--- src/rtl/missile_pkg.sv ---
// Shared types and helpers for the interceptor missile controller.
package missile_pkg;

  localparam int N_ENEMY_MAX = 16;

  // 3-bit state encoding; codes 7 is illegal and recovers through ST_RESET.
  typedef enum logic [2:0] {
    ST_RESET    = 3'd0,
    ST_IDLE     = 3'd1,
    ST_SHOOT    = 3'd2,
    ST_FLYING   = 3'd3,
    ST_HIT      = 3'd4,
    ST_GONE     = 3'd5,
    ST_COOLDOWN = 3'd6
  } state_t;

  // Unsigned |a-b| truncated to 'width' bits; callers pass zero-extended
  // coordinates so the difference never wraps.
  function automatic logic [31:0] abs_diff(input logic [31:0] a,
                                           input logic [31:0] b,
                                           input int width);
    logic [31:0] d;
    logic [31:0] mask;
    d    = (a >= b) ? (a - b) : (b - a);
    mask = (width >= 32) ? 32'hFFFF_FFFF : ((32'd1 << width) - 32'd1);
    return d & mask;
  endfunction

endpackage

--- src/rtl/missile_hit_detect.sv ---
// Combinational hit comparators for all enemy channels plus a
// lowest-index-wins priority encoder.
module missile_hit_detect
  import missile_pkg::*;
#(
  parameter int OUT_WIDTH    = 8,
  parameter int N_ENEMY      = 3,
  parameter int XY_PRECISION = 12
) (
  input  logic [OUT_WIDTH-1:0]              xflying,
  input  logic [OUT_WIDTH-1:0]              yflying,
  input  logic [N_ENEMY-1:0][OUT_WIDTH-1:0] xenemy,
  input  logic [N_ENEMY-1:0][OUT_WIDTH-1:0] yenemy,
  input  logic [N_ENEMY-1:0]                spawn_enemy,
  output logic                              any_hit,
  output logic [((N_ENEMY > 1) ? $clog2(N_ENEMY) : 1)-1:0] hit_sel
);

  localparam int HIT_W = (N_ENEMY > 1) ? $clog2(N_ENEMY) : 1;

  logic [31:0] dx;
  logic [31:0] dy;

  // Scan from the top channel down so the lowest matching index is kept last.
  always_comb begin
    any_hit = 1'b0;
    hit_sel = '0;
    dx      = '0;
    dy      = '0;
    for (int i = N_ENEMY - 1; i >= 0; i--) begin
      dx = abs_diff(32'(xflying), 32'(xenemy[i]), OUT_WIDTH + 1);
      dy = abs_diff(32'(yflying), 32'(yenemy[i]), OUT_WIDTH + 1);
      if (spawn_enemy[i] && (dx <= 32'(XY_PRECISION)) && (dy <= 32'(XY_PRECISION))) begin
        any_hit = 1'b1;
        hit_sel = HIT_W'(i);
      end
    end
  end

endmodule

--- src/rtl/missile_ctrl_multi.sv ---
// Interceptor missile controller: launch, flight, hit/expiry and cooldown
// against N_ENEMY tracks. Optional flight timeout enabled by defining
// MISSILE_TIMEOUT_EN.
module missile_ctrl_multi
  import missile_pkg::*;
#(
  parameter int OUT_WIDTH       = 8,
  parameter int N_ENEMY         = 3,
  parameter int FRAME_MIN       = 0,
  parameter int FRAME_MAX       = 255,
  parameter int FRAME_MARGIN    = 2,
  parameter int XY_PRECISION    = 12,
  parameter int COOLDOWN_CYCLES = 16,
  parameter int TIMEOUT_CYCLES  = 4096
) (
  input  logic                              clk,
  input  logic                              rst,
  input  logic                              fired,
  input  logic                              valid_drawing,
  input  logic                              bren_done,
  input  logic [OUT_WIDTH-1:0]              xcursor,
  input  logic [OUT_WIDTH-1:0]              ycursor,
  input  logic [OUT_WIDTH-1:0]              xflying,
  input  logic [OUT_WIDTH-1:0]              yflying,
  input  logic [N_ENEMY-1:0][OUT_WIDTH-1:0] xenemy,
  input  logic [N_ENEMY-1:0][OUT_WIDTH-1:0] yenemy,
  input  logic [N_ENEMY-1:0]                spawn_enemy,
  output logic [N_ENEMY-1:0]                hit,
  output logic [((N_ENEMY > 1) ? $clog2(N_ENEMY) : 1)-1:0] hit_idx,
  output logic                              bren_go,
  output logic [OUT_WIDTH-1:0]              xflying_end,
  output logic [OUT_WIDTH-1:0]              yflying_end,
  output logic                              ready,
  output logic                              fire_pending
);

  localparam int HIT_W    = (N_ENEMY > 1) ? $clog2(N_ENEMY) : 1;
  localparam int CD_W     = (COOLDOWN_CYCLES > 2) ? $clog2(COOLDOWN_CYCLES) : 1;
  localparam int CD_LOAD  = (COOLDOWN_CYCLES > 0) ? COOLDOWN_CYCLES - 1 : 0;
  localparam int LO_BOUND = FRAME_MIN + FRAME_MARGIN;
  localparam int HI_BOUND = FRAME_MAX - FRAME_MARGIN;

  state_t             state;
  state_t             state_nxt;
  logic               any_hit;
  logic [HIT_W-1:0]   hit_sel;
  logic [HIT_W-1:0]   hit_sel_q;
  logic [CD_W-1:0]    cd_cnt;
  logic               off_screen;
  logic               timeout;
  logic [31:0]        xf32;
  logic [31:0]        yf32;

  missile_hit_detect #(
    .OUT_WIDTH   (OUT_WIDTH),
    .N_ENEMY     (N_ENEMY),
    .XY_PRECISION(XY_PRECISION)
  ) u_hit_detect (
    .xflying    (xflying),
    .yflying    (yflying),
    .xenemy     (xenemy),
    .yenemy     (yenemy),
    .spawn_enemy(spawn_enemy),
    .any_hit    (any_hit),
    .hit_sel    (hit_sel)
  );

  assign xf32 = 32'(xflying);
  assign yf32 = 32'(yflying);
  assign off_screen = ($signed(xf32) < LO_BOUND) || ($signed(yf32) < LO_BOUND) ||
                      ($signed(xf32) > HI_BOUND) || ($signed(yf32) > HI_BOUND);

`ifdef MISSILE_TIMEOUT_EN
  localparam int TO_W = (TIMEOUT_CYCLES > 2) ? $clog2(TIMEOUT_CYCLES) : 1;
  logic [TO_W-1:0] to_cnt;

  // Flight timer: cleared as FLYING is entered, counts every FLYING cycle.
  always_ff @(posedge clk) begin
    if (rst)                                   to_cnt <= '0;
    else if (state == ST_SHOOT && valid_drawing) to_cnt <= '0;
    else if (state == ST_FLYING)               to_cnt <= to_cnt + 1'b1;
  end

  assign timeout = (state == ST_FLYING) && (to_cnt == TO_W'(TIMEOUT_CYCLES - 1));
`else
  assign timeout = 1'b0;
`endif

  // Next-state logic; FLYING exits in priority hit > off-screen > done > timeout.
  always_comb begin
    state_nxt = ST_RESET;
    case (state)
      ST_RESET:    state_nxt = ST_IDLE;
      ST_IDLE:     state_nxt = (fired || fire_pending) ? ST_SHOOT : ST_IDLE;
      ST_SHOOT:    state_nxt = valid_drawing ? ST_FLYING : ST_SHOOT;
      ST_FLYING: begin
        if (any_hit)                                  state_nxt = ST_HIT;
        else if (off_screen || bren_done || timeout)  state_nxt = ST_GONE;
        else                                          state_nxt = ST_FLYING;
      end
      ST_HIT,
      ST_GONE:     state_nxt = (COOLDOWN_CYCLES == 0) ? ST_IDLE : ST_COOLDOWN;
      ST_COOLDOWN: state_nxt = (cd_cnt == '0) ? ST_IDLE : ST_COOLDOWN;
      default:     state_nxt = ST_RESET;
    endcase
  end

  // State register.
  always_ff @(posedge clk) begin
    if (rst) state <= ST_RESET;
    else     state <= state_nxt;
  end

  // Cooldown down-counter: loaded while leaving HIT/GONE, terminal count 0.
  always_ff @(posedge clk) begin
    if (rst)                                   cd_cnt <= '0;
    else if (state == ST_HIT || state == ST_GONE) cd_cnt <= CD_W'(CD_LOAD);
    else if (state == ST_COOLDOWN && cd_cnt != '0) cd_cnt <= cd_cnt - 1'b1;
  end

  // Latch the winning channel on the cycle the hit is detected.
  always_ff @(posedge clk) begin
    if (rst)                               hit_sel_q <= '0;
    else if (state == ST_FLYING && any_hit) hit_sel_q <= hit_sel;
  end

  // Fire queue: set by fired after flight ends, cleared as SHOOT is entered.
  always_ff @(posedge clk) begin
    if (rst)
      fire_pending <= 1'b0;
    else if (state == ST_IDLE && state_nxt == ST_SHOOT)
      fire_pending <= 1'b0;
    else if (fired && (state == ST_HIT || state == ST_GONE || state == ST_COOLDOWN))
      fire_pending <= 1'b1;
  end

  // Registered outputs decoded from the current state.
  always_ff @(posedge clk) begin
    if (rst) begin
      hit         <= '0;
      hit_idx     <= '0;
      bren_go     <= 1'b0;
      xflying_end <= '0;
      yflying_end <= '0;
      ready       <= 1'b0;
    end else begin
      hit     <= (state == ST_HIT) ? (N_ENEMY'(1) << hit_sel_q) : '0;
      bren_go <= (state == ST_SHOOT) || (state == ST_FLYING);
      ready   <= (state == ST_IDLE);
      if (state == ST_HIT) hit_idx <= hit_sel_q;
      if (state == ST_IDLE || state == ST_SHOOT) begin
        xflying_end <= xcursor;
        yflying_end <= ycursor;
      end
    end
  end

endmodule

--- config.mk ---
export PLATFORM = sky130hd
export DESIGN_NAME = missile_ctrl_multi
export DESIGN_NICKNAME = d
export VERILOG_FILES = /design/src/rtl/missile_pkg.sv /design/src/rtl/missile_hit_detect.sv /design/src/rtl/missile_ctrl_multi.sv
export SDC_FILE = /design/constraint.sdc
export NUM_CORES = 1
export LEC_CHECK = 0
export CAP_MARGIN = 10
export CORE_AREA = 4 4 105 107
export CTS_BUF_LIST = sky130_fd_sc_hd__clkbuf_16
export DETAILED_ROUTE_END_ITERATION = 8
export DIE_AREA = 0 0 109 111
export PLACE_DENSITY = 0.88
export REMOVE_ABC_BUFFERS = 1
export SETUP_SLACK_MARGIN = 0.15
export SLEW_MARGIN = 40
export SYNTH_ARGS = -nofsm -noshare
export SYNTH_HDL_FRONTEND = slang
export SYNTH_SLANG_ARGS = --single-unit
--- constraint.sdc ---
create_clock -name clk -period 7.7 [get_ports clk]
set_input_delay 1.54 -clock clk [delete_from_list [all_inputs] [get_ports clk]]
set_output_delay 1.54 -clock clk [all_outputs]
set_load 0.02 [all_outputs]
Word level (Yosys, flattened, before mapping)
Cells that the tools add are included.
{"block": "word_totals", "elab_cells": 94, "out_inout_bits": 24, "regBits": 33}
{"block": "op_classes", "muxes": 20, "n_bitwise": 1, "eq_ne": 7, "order_cmp": 16, "n_addsub": 13, "shifts": 1, "reduce_logical": 26}
{"cell": "$sub A8 B8 Y9", "n": 12}
{"cell": "$le A9 B4 Y1 const B", "n": 6}
{"cell": "$mux W9", "n": 6}
{"cell": "$ge A8 B8 Y1", "n": 6}
{"cell": "$pmux W3 S6", "n": 1}
{"cell": "$gt A8 B8 Y1 const B", "n": 2}
{"cell": "$lt A8 B2 Y1 const B", "n": 2}
{"cell": "$logic_and A1 B1 Y1", "n": 10}
{"cell": "$eq A3 B2 Y1 const B", "n": 3}
{"cell": "$eq A3 B3 Y1 const B", "n": 3}
{"cell": "$logic_or A1 B1 Y1", "n": 9}
{"cell": "$mux W3", "n": 3}
{"cell": "$mux W2", "n": 4}
{"cell": "$mux W4", "n": 2}
{"cell": "$reduce_or A2 Y1", "n": 3}
{"cell": "$logic_not A4 Y1", "n": 1}
{"cell": "$mux W1", "n": 4}
{"cell": "$reduce_bool A4 Y1", "n": 1}
{"cell": "$sub A4 B1 Y4 const B", "n": 1}
{"cell": "$eq A3 B1 Y1 const B", "n": 1}
{"cell": "$logic_not A3 Y1", "n": 1}
{"cell": "$shl A1 B2 Y3 const A", "n": 1}
{"cell": "$reduce_bool A2 Y1", "n": 1}
{"cell": "$not A1 Y1", "n": 1}

Depth between registers and ports, before layout
{"block": "logic_depth", "ltp_word": 13, "mapped_depth": 14, "ltp_nobuf": 12}

Modules after synthesis
Synthesis repeated with hierarchy kept, for this count alone.
{"block": "hier_totals", "cells_unflattened": 771, "area_unflattened_um2": 5803.1}
{"module": "missile_hit_detect", "area_each_um2": 4351.7, "cells_each": 624, "n_inst": 1}
{"module": "missile_ctrl_multi", "area_each_um2": 1451.4, "cells_each": 147, "n_inst": 1}

Worst setup path after synthesis
OpenSTA, ideal clock, no wires.
{"block": "synth_path", "kind": "input-to-reg", "from": "in yflying[6]", "to": "reg state[0]", "path_slack_ps": 3312, "t_arrival_ps": 4328, "cell_stages": 13, "cell_sequence": "inv_1 > ha_1 > clkbuf_2 > a21o_1 > a21oi_1 > nand4_1 > nand2_1 > mux2_1 > or3_1 > a221o_1 > and4_4 > nor4_1 > o31a_1"}
{"block": "synth_between", "elab_chain_cells": 9}
{"item": "start, declared", "line": "missile_ctrl_multi.sv:24", "rtl": "input logic [OUT_WIDTH-1:0] yflying,"}
{"item": "$sub A8 B8 Y9 / $ge A8 B8 Y1 (equally long branches)", "line": "missile_pkg.sv:24", "rtl": "d = (a >= b) ? (a - b) : (b - a);"}
{"item": "$mux W9", "line": "missile_pkg.sv:24"}
{"item": "$le A9 B4 Y1", "line": "missile_hit_detect.sv:33", "rtl": "if (spawn_enemy[i] && (dx <= 32'(XY_PRECISION)) && (dy <= 32'(XY_PRECISION))) begin"}
{"item": "$logic_and A1 B1 Y1", "line": "missile_hit_detect.sv:33"}
{"item": "$mux W1 (2 in series)", "line": "missile_hit_detect.sv:33"}
{"item": "$mux W1 *", "line": "missile_hit_detect.sv:33"}
{"item": "$mux W3 *", "line": "missile_ctrl_multi.sv:97", "rtl": "if (any_hit) state_nxt = ST_HIT;"}
{"item": "$pmux W3 S6 *", "line": "missile_ctrl_multi.sv:92", "rtl": "case (state)"}
{"item": "end signal, assigned", "line": "missile_ctrl_multi.sv:111", "rtl": "else state <= state_nxt;"}
{"item": "end, declared", "line": "missile_ctrl_multi.sv:43", "rtl": "state_t state;"}
Mark *: on every way between the ends. The rest lies on a longest branch, timed or not.
A chain may end at the register's enable or synchronous reset.

Final worst setup path
{"block": "layout_path", "from": "in xflying[2]", "to": "reg state[1]"}
{"block": "layout_between", "elab_chain_cells": 10}
{"item": "start, declared", "line": "missile_ctrl_multi.sv:23", "rtl": "input logic [OUT_WIDTH-1:0] xflying,"}
{"item": "$sub A8 B8 Y9 / $ge A8 B8 Y1 (equally long branches)", "line": "missile_pkg.sv:24"}
{"item": "$mux W9", "line": "missile_pkg.sv:24"}
{"item": "$le A9 B4 Y1", "line": "missile_hit_detect.sv:33"}
{"item": "$logic_and A1 B1 Y1 (2 in series)", "line": "missile_hit_detect.sv:33"}
{"item": "$mux W1 (3 in series)", "line": "missile_hit_detect.sv:33"}
{"item": "$mux W3 *", "line": "missile_ctrl_multi.sv:97"}
{"item": "$pmux W3 S6 *", "line": "missile_ctrl_multi.sv:92"}
Marks and branches as above.

==> impl_metrics.tcl <==
set metrics [dict create \
    yosysWarnings 0 \
    hold_path_depth 2 \
    hpwlAfterDp_microns 14200 \
    finalNonFillerCells 1016 \
    p_leak_nw 3.20 \
    hp-start "yflying_end[1]" \
    start_kind "primary input" \
    cts_tree "done" \
    cts_buffers 5 \
    avgRoutedWirePerCell_microns 17.1 \
    synth_top_family_by_area "compound AO/OA/AOI/OAI gates" \
    grt_pass1_vias 6107 \
    netlist_instances 792 \
    clock-sinks 33 \
    gr-total-overflow 0 \
    synthMuxAreaShare 0.0431 \
    drv_cap 0 \
    vias_per_cell 6.30 \
    end_kind "register" \
    synth-xor-area-share 0.0342 \
    combPwrFrac 0.569 \
    grt_use_total 0.275 \
    swShare 0.406 \
    crit_arrival_ns 5.43 \
    path_max_fanout 6 \
    final_util 0.710 \
    start_util 0.581 \
    stdcell_area_sq_um 7190 \
    syn_avg_cell_area_sq_um 7.44 \
    crit_required_ns 7.86 \
    tns_ns 0 \
    grt_start_max_net_pins 33 \
    clock_path_buffers 2 \
    yosysSeqAreaShare 0.112 \
    die_y_microns 111 \
    async_reset_ff_frac 0 \
    rr_worst_depth 5 \
    relSlewSlack 0.491 \
    htreeDepth 2 \
    status "finished, final reports clean" \
    nFillCells 798 \
    power_switching_mw 0.361 \
    synthMostInstantiatedCell "ha_1" \
    die_w_microns 109 \
    synth_area_leader_cell "ha_1" \
    drtAntennaViolNets 0 \
    power_per_cell_area_nw_per_um2 123 \
    cts_root_buf "clkbuf_16" \
    num_antenna_cells 0 \
    synth-edff-count 0 \
    port_buffers 111 \
    worst_pin_slew_ns 0.759 \
    vias 6402 \
    synth_compound_area_frac 0.300 \
    path_clk_slew_ns 0.05 \
    path_class "primary input to register" \
    final_hold_viol_count 0 \
    synthSimpleGateAreaFrac 0.223 \
    period_share 0.684 \
    peakVddDrop_mv 0.108 \
    insertion_delay_ns 0.28 \
    cts_hold_buf 0 \
    rows 37 \
    synthTopCellsByArea "ha_1, dfxtp_1, inv_1" \
    total_power_mw 0.888 \
    io_pins 112 \
    dr.pass1.iters 7 \
    reg2reg_from "state[1]" \
    core_sq_um 10100 \
    die_area_sq_um 12100 \
    grt_first_pass_wirelength_microns 27900 \
    fin_skew_ns 0.00367 \
    cp-startpoint "xflying[2]" \
    yosysTopAreaCellShare 0.206 \
    p_seq_frac 0.218 \
    post-cts-setup-buffers 0 \
    ys_ff_latch 33 \
    post_cts_resized 0 \
    synth_top_flop_cell "dfxtp_1" \
    period_minus_slack_ns 5.26 \
    drc_errors 0 \
    routed_wl_microns 17400 \
    gp_congestion 0.975 \
    p_int_mw 0.527 \
    p_clk_frac 0.214 \
    antenna_found_initial 0 \
    layout.nets 1064 \
    syn_to_final_growth_pct 22.2 \
    dp.cells 1008 \
    multi_input_area_sq_um 4760 \
    syn_area_sq_um 5890 \
    slew_viol_final 0 \
    synth_fa_ha_area_frac 0.206 \
    synthDistinctLibCells 87 \
    drive_gt1_frac 0.0466 \
    rsz0062_at_grt "false" \
    hp-class "register to register" \
    drtIter0Drc 521 \
    max_freq_mhz 190 \
    regArea_sq_um 661 \
    setup_viol 0 \
    placed_area_sq_um 7050 \
    netlist_top_cells_count "ha_1, inv_1, nor2_1" \
]
[flip-flops by register name (all words and copies together) (netlist names)]
register	flops
cd_cnt	4
bren_go	1
hit_idx	2
xflying_end	8
ready	1
fire_pending	1
hit	3
yflying_end	8
hit_sel_q	2
state	3
[worst max-delay path: stages]
cell and delay (ns):
clkdlybuf4s50_1 0.67, inv_1 0.20, ha_1 0.40, o311a_1 0.35, o21ai_1 0.13, o2111ai_1 0.11
a2111oi_0 0.49, a32oi_1 0.27, nor4_2 0.58, nor2_2 0.09, nor4b_2 0.18, o41a_1 0.40
[stage by stage]
step / hold WS, ns / setup slack (ns)
2_1_floorplan: 0.455 / 3.34
3_3_place_gp: 0.473 / 2.35
3_5_place_dp: 0.490 / 2.20
4_1_cts: 0.504 / 2.48
5_1_grt: 0.529 / 2.21
6_report: 0.497 / 2.44
[layout by cell type (no fill, tap or decap), types with 16 or more instances in the layout]
| master | synthesis | routed |
|---|---|---|
| a21o_1 | 18 | 18 |
| nor2_1 | 64 | 64 |
| nor3_1 | 19 | 19 |
| nand2_1 | 38 | 38 |
| mux2i_1 | 22 | 22 |
| a21oi_1 | 56 | 55 |
| dfxtp_1 | 33 | 33 |
| xnor2_1 | 16 | 16 |
| clkdlybuf4s50_1 | 0 | 111 |
| inv_1 | 90 | 90 |
| ha_1 | 97 | 97 |
| o21ai_0 | 48 | 48 |
| nor2b_1 | 17 | 17 |
[logic make-up (layout without fill, tap and decap cells)]
kind of cell	Yosys count	count (layout)
compound gates	250	250
simple gates	242	242
buf+inv	122	210
fa+ha+maj	97	97
flops	33	33
mux	25	25
xor+xnor	23	23
[per-layer routing]
metal	wire [microns]	global-route usage
met1	7290	0.349
met2	8410	0.477
met3	1270	0.0291
met4	427	0.0875
met5	0	0
[power groups by stage]
stage / clock network, mW / registers, mW / logic [mW]
final: 0.190 / 0.193 / 0.505
after global routing: 0.202 / 0.195 / 0.545
after CTS: 0.193 / 0.193 / 0.494
after detailed placement: 0 / 0.196 / 0.491
after global placement: 0 / 0.195 / 0.474
after floorplan: 0 / 0.208 / 0.322
[final timing paths]
kind | end | slack (ns)
worst max-delay path | state[1] | 2.44
worst min-delay path | yflying_end[1] | 0.50
worst max register to register | cd_cnt[3] | 5.47
worst min register to register | yflying_end[1] | 0.50
[layout make-up]
cell class	count	share of cell area
Multi-Input combinational cell	637	0.662
Timing Repair Buffer	112	0.155
Sequential cell	33	0.0918
Inverter	90	0.0470
Tap cell	136	0.0237
Clock buffer	5	0.0174
Clock inverter	3	0.00243
No activity file was read; power rests on OpenSTA's default activity.
